## src/rtl/hdr_serializer_nto1.sv

```systemverilog
// rtl/hdr_serializer_nto1.sv - wide header word to narrow slice serializer
`timescale 1ns/1ps
module hdr_serializer_nto1 #(
  parameter int W_IN   = 128,
  parameter int W_OUT  = 32,
  parameter int W_ID   = 8,
  parameter int NSLICE = W_IN / W_OUT,
  parameter int CNTW   = $clog2(NSLICE)
) (
  input  logic                        clk,
  input  logic                        reset,
  input  logic                        enable,
  input  logic                        fifo_empty,
  output logic                        rdreq,
  input  logic [W_ID+CNTW+W_IN:0]     data_in,
  output logic                        out_valid,
  input  logic                        out_ready,
  output logic [W_OUT-1:0]            out_data,
  output logic                        out_last,
  output logic [W_ID-1:0]             out_id,
  output logic                        hdr_done,
  output logic [W_ID-1:0]             hdr_id
);

  localparam logic [0:0] STATE_EMPTY = 1'b0;
  localparam logic [0:0] STATE_BUSY  = 1'b1;
  localparam logic [CNTW-1:0] ONE = 1;

  logic [W_IN-1:0]  in_payload;
  logic [CNTW-1:0]  in_nvalid;
  logic             in_last;
  logic [W_ID-1:0]  in_id;

  assign in_payload = data_in[W_IN-1:0];
  assign in_nvalid  = data_in[W_IN+CNTW-1:W_IN];
  assign in_last    = data_in[W_IN+CNTW];
  assign in_id      = data_in[W_ID+CNTW+W_IN -: W_ID];

  logic [0:0]       state;
  logic [W_IN-1:0]  word_reg;
  logic             last_reg;
  logic [CNTW-1:0]  nm1_reg;
  logic [CNTW-1:0]  idx;
  logic [CNTW-1:0]  idx_nx;
  logic             accept;
  logic             final_slice;
  logic             load;

  logic [W_OUT-1:0] slice [NSLICE];

  for (genvar g = 0; g < NSLICE; g++) begin : g_slice
    assign slice[g] = word_reg[W_IN-1-g*W_OUT -: W_OUT];
  end

  assign out_valid   = (state == STATE_BUSY);
  assign accept      = out_valid & out_ready;
  assign final_slice = (idx == nm1_reg);
  assign idx_nx      = idx + ONE;
  assign load        = enable & ~fifo_empty &
                       ((state == STATE_EMPTY) | (accept & final_slice));
  // Gated so no pop is issued while the block is held in reset.
  assign rdreq       = load & reset;

  always_ff @(posedge clk or negedge reset) begin
    if (!reset) begin
      state    <= STATE_EMPTY;
      word_reg <= '0;
      last_reg <= 1'b0;
      nm1_reg  <= '0;
      idx      <= '0;
      out_data <= '0;
      out_last <= 1'b0;
      out_id   <= '0;
      hdr_done <= 1'b0;
      hdr_id   <= '0;
    end else begin
      hdr_done <= accept & out_last;
      if (accept & out_last) begin
        hdr_id <= out_id;
      end
      if (load) begin
        word_reg <= in_payload;
        last_reg <= in_last;
        // nvalid==0 wraps to NSLICE-1, i.e. a full word
        nm1_reg  <= in_nvalid - ONE;
        idx      <= '0;
        out_data <= in_payload[W_IN-1 -: W_OUT];
        out_id   <= in_id;
        out_last <= in_last & (in_nvalid == ONE);
        state    <= STATE_BUSY;
      end else if (accept) begin
        if (!final_slice) begin
          idx      <= idx_nx;
          out_data <= slice[idx_nx];
          out_last <= last_reg & (idx_nx == nm1_reg);
        end else begin
          out_last <= 1'b0;
          state    <= STATE_EMPTY;
        end
      end
    end
  end

endmodule

```

## config.mk

```make
export PLATFORM = sky130hd
export DESIGN_NAME = hdr_serializer_nto1
export DESIGN_NICKNAME = d
export VERILOG_FILES = /design/src/rtl/hdr_serializer_nto1.sv
export SDC_FILE = /design/constraint.sdc
export NUM_CORES = 1
export LEC_CHECK = 0
export ABC_CLOCK_PERIOD_IN_PS = 5400
export BUFFER_PORTS_ARGS = -buffer_cell sky130_fd_sc_hd__buf_2
export CAP_MARGIN = 20
export CORE_ASPECT_RATIO = 0.7
export CORE_MARGIN = 3
export CORE_UTILIZATION = 55
export DETAILED_ROUTE_END_ITERATION = 16
export GPL_TIMING_DRIVEN = 0
export PLACE_DENSITY = 0.86
export SYNTH_ARGS = -nofsm -noshare
export SYNTH_HDL_FRONTEND = slang
export SYNTH_SLANG_ARGS = --single-unit
```

## constraint.sdc

```tcl
create_clock -name clk -period 5.4 [get_ports clk]
set_input_delay 1.62 -clock clk [delete_from_list [all_inputs] [get_ports clk]]
set_output_delay 1.62 -clock clk [all_outputs]
set_load 0.05 [all_outputs]
```

; After elaboration in Yosys (flattened, before gate mapping)
; Index checks and enable logic that the tools add are counted.
[op_classes]
add_sub_neg = 2
order_cmp = 1
eq_ne = 4
n_mux = 15
bitwise = 12
reduce_logical = 4
[ops]
columns = operator, count
row1 = $mux 32, 5
row2 = $bmux 32 s2, 1
row3 = $and 1x1->1, 8
row4 = $mux 1, 6
row5 = $mux 2, 3
row6 = $eq 2x2->1, 2
row7 = $reduce_and 2->1, 2
row8 = $reduce_bool 2->1, 2
row9 = $ge 3x3->1 const B, 1
row10 = $not 2->3, 1
row11 = $add 2x1->2 const B, 1
row12 = $eq 2x1->1 const B, 1
row13 = $ne 2x1->1 const B, 1
row14 = $not 1->1, 2
row15 = $sub 2x1->2 const B, 1
row16 = $or 1x1->1, 1
[totals]
regBits = 184
input_bits = 144
out_inout_bits = 52
elab_cells = 48

; Depth between registers and ports, before layout
[depth]
depth_word = 8
ltp_mapped = 8
mapped_depth_nobuf = 4

; Worst setup path after synthesis
; OpenSTA, ideal clock, no wires.
[synth_timing]
path_kind = in2out
from = input port out_ready
to = output port rdreq
t_arrival_ns = 2.962
required_ns = 3.780
setup_slack_ns = 0.818
path_stages = 6
n_path_buf = 3
cell_sequence = clkbuf_1 nand3b_1 o32ai_1 buf_2 buf_2 and2_1
[synth_between]
elab_chain_len = 5
[synth_rtl]
columns = element, line_no
row1 = start: declaration, 17  ; input logic out_ready,
row2 = $and 1x1->1, 56  ; assign accept = out_valid & out_ready;
row3 = $and 1x1->1, 60  ; ((state == STATE_EMPTY) | (accept & final_slice));
row4 = $or 1x1->1, 60
row5 = $and 1x1->1, 59  ; assign load = enable & ~fifo_empty &
row6 = $and 1x1->1, 62  ; assign rdreq = load & reset;
row7 = end: declaration, 14  ; output logic rdreq,
; Every way passes these cells.

; Worst setup path after layout
; Same ends and word-level chain as after synthesis.

==> metrics.log <==
INFO  metric postCtsResizedCells = 0
INFO  metric reg2reg_setup_slack = between 3000 and 4000 ps
INFO  metric synth_nets = slightly above 900
INFO  metric yosys_register_bits = between 150 and 200
INFO  metric cts_tree = done
INFO  metric hold-path-endpoint = slice[36]
INFO  metric synth_edf_count = 0
INFO  metric worstSetupEndpointType = output pin
INFO  metric route.final.wire_length = around 23 mm
INFO  metric fin_nets = approximately 1100
INFO  metric clkSlewWorstSetupHoldPaths = about 60 ps
INFO  metric postCtsHoldBufs = 0
INFO  metric fin_crit_sh = 0.9215
INFO  metric fin_worst_skew = ~12 ps
INFO  metric wire_length_of_the_first_global_routing_pass = approximately 35 mm
INFO  metric detail_route.vias_per_cell = 5.520
INFO  metric floorplan.die.width = ~150 microns
INFO  metric reg2reg_launch_point = idx[0]
INFO  metric timing.hold.worst.class = reg -> reg
INFO  metric final_period_minus_worst_setup_slack = between 4000 and 5000 ps
INFO  metric globalRoute.totalOverflow = 0
INFO  metric min_from = slice[36]
INFO  metric avgSynthCellArea = ~10 sq um
INFO  metric timing.final.setup_violations = 0
INFO  metric depth_of_the_worst_register_to_register_path = 8
INFO  metric power.leakage = approximately 0.0052 uW
INFO  metric ir_drop = 0.3606 mV
INFO  metric clock.fmax = 201.0 MHz
INFO  metric rsz_0062_raised_after_global_routing = false
INFO  metric die_h = roughly 110 microns
INFO  metric ios = 196
INFO  metric cts.sinks = between 150 and 200
INFO  metric firstDrtPassIters = 5
INFO  metric cp-start-kind = primary input
INFO  metric timing.critical_path.from = out_ready
INFO  metric layout-drive-gt1-share = 0.3037
INFO  metric rows = 36
INFO  metric ys_warn_count = 0
INFO  metric hold-worst-slack = about 460 ps
INFO  metric drv.max_cap_violation_count = 0
INFO  metric port_buffers = a little under 200
INFO  metric post-place-ws = 494.3 ps
INFO  metric worst_slew_pin_slew = about 840 ps
INFO  metric crit_type = in -> out
INFO  metric cts.repair_timing.setup_buffer_count = 0
INFO  metric synthDistinctLibCells = 35
INFO  metric largest_net_degree_at_the_start_of_global_routing = 125
INFO  metric cts_htree_levels = 4
INFO  metric outcome = completed
INFO  metric antennaDiodeCount = 0
INFO  metric finalWeightedCongestion = 0.8207
INFO  metric clk_latency = about 420 ps
INFO  metric postLayoutSetupSlackWorst = 424.1 ps
INFO  metric dp_hpwl = 16.35 mm
INFO  metric grt_pass1_vias = approximately 6600
INFO  metric route.antenna.remaining_nets = 0
INFO  metric clock_path_buffers = 2
INFO  metric largest_register_ffs = around 130
INFO  metric antenna_found_initial = 1
INFO  metric drc_violations = 0
INFO  metric top_fanout_value_on_the_critical_path = 10
INFO  metric netlist_area = about 0.0080 sq mm
INFO  metric synth_flop_cell = sky130_fd_sc_hd__dfrtp_1
INFO  metric floorplan.initialDensity = 0.5691
INFO  metric fillCellCount = around 1100
INFO  metric timing.rr.end = slice[64]
INFO  metric hold_viol_final = 0
INFO  metric dr_total_vias = about 6600
INFO  metric routedWlPerCell = around 19 microns
INFO  metric placeableCoreArea = around 0.014 sq mm
INFO  metric max-slew-margin-rel = 0.4425
INFO  metric cellPowerDensity = between 600 and 700 mW/mm^2
INFO  metric area_growth_syn_to_layout = 22.90%
INFO  metric cts_made_buffers = 17
INFO  metric dieArea = ~0.016 sq mm
INFO  metric worstHoldPathCells = 2
INFO  metric yosysSeqAreaShare = 0.5757
INFO  metric drtIter0Drc = between 500 and 600
INFO  metric final_max_slew_viol_count = 0
INFO  metric cts.root.buffer_cell = sky130_fd_sc_hd__clkbuf_16
INFO  metric total_power = roughly 6500 uW
INFO  metric worst-endpoint-required = 3780 ps
INFO  metric async_flop_share = 1.000
INFO  metric most-common-layout-cells = 415 x sky130_fd_sc_hd__nand2_1, 222 x sky130_fd_sc_hd__buf_2, 184 x sky130_fd_sc_hd__dfrtp_1
INFO  metric commonest_non_fill_non_tap_cell_in_the_layout = sky130_fd_sc_hd__nand2_1
INFO  metric grt_usage = 0.2952
INFO  metric worst_ep_arrival_time = 3360 ps
INFO  metric synth_cells = between 700 and 800
cell type report:
type                    count  area [sq um]  area share
clock buffers              19         442.9     0.04506
flip-flops and latches    184          4604      0.4684
clock inverters            13         142.6     0.01451
well taps                 190         237.7     0.02419
inverters                   2         7.507   0.0007637
plain buffers              51         246.5     0.02508
multi-input cells         550          3139      0.3194
repair buffers            195          1008      0.1026
logic make-up (layout without fill, tap and decap cells):
group                      count (synthesis)  after routing  synth area share
AOI/OAI and AO/OA                         51             51           0.05272
buffers and inverters                     53            280           0.03176
muxes                                     47             47            0.1125
xor gates and xnor gates                   4              4          0.007667
and+or+nand+nor                          447            447            0.2181
DFF                                      184            184            0.5757
adders and majority gates                  1              1          0.001564
worst max-delay path, stage by stage:
cell,delay [ps]
sky130_fd_sc_hd__clkbuf_1,280
sky130_fd_sc_hd__nand3b_1,200
sky130_fd_sc_hd__o32ai_1,250
sky130_fd_sc_hd__buf_2,250
sky130_fd_sc_hd__buf_2,320
sky130_fd_sc_hd__and2_1,170
sky130_fd_sc_hd__buf_2,260
Yosys cell counts, types with 2 or more instances:
master	instances	area (sq um)
sky130_fd_sc_hd__buf_2	29	145.1
sky130_fd_sc_hd__dfrtp_1	184	4604
sky130_fd_sc_hd__nor2b_1	20	125.1
sky130_fd_sc_hd__xor2_1	2	17.52
sky130_fd_sc_hd__nand2b_1	3	18.77
sky130_fd_sc_hd__a221o_1	18	180.2
sky130_fd_sc_hd__buf_4	3	22.52
sky130_fd_sc_hd__clkbuf_1	16	60.06
sky130_fd_sc_hd__mux4_2	32	720.7
sky130_fd_sc_hd__nor2_1	5	18.77
sky130_fd_sc_hd__mux2_4	3	45.04
sky130_fd_sc_hd__buf_1	2	7.510
sky130_fd_sc_hd__nand2_1	415	1558
sky130_fd_sc_hd__a2bb2oi_1	11	96.34
sky130_fd_sc_hd__nand3_1	2	10.01
sky130_fd_sc_hd__mux2_2	11	123.9
sky130_fd_sc_hd__inv_1	2	7.510
sky130_fd_sc_hd__o21ai_0	12	60.06
metal layers:
metal,GRT usage,wire (microns)
met1,0.4287,9886
met2,0.4558,10590
met3,0.06422,2238
met4,0.08420,327
met5,0,13
how the worst max path moves through the flow:
stage                        to  slack (ps)  cells after the start
after floorplan           rdreq         820                      6
after global placement    rdreq       -1550                      3
after detailed placement  rdreq         490                      7
after CTS                 rdreq         480                      7
after global routing      rdreq         330                      7
final                     rdreq         420                      7
power breakdown:
| part | switching [uW] | internal [uW] | leakage (uW) |
|---|---|---|---|
| Clock | 552 | 700 | 0.000284 |
| Sequential | 360 | 2020 | 0.00229 |
| Combinational | 1790 | 1060 | 0.00266 |
per-stage QoR:
stage | setup TNS, ps | instance area [sq um] | instances | utilization
floorplan | 0 | 7998 | 787 | -
global placement | -33790 | 9206 | 1171 | 0.6551
detailed placement | 0 | 9244 | 1172 | 0.6578
CTS | 0 | 9829 | 1204 | 0.6994
global route | 0 | 9829 | 1204 | 0.6994
finish | 0 | 9829 | 1204 | 0.6994
No activity file was read; power rests on OpenSTA's default activity.
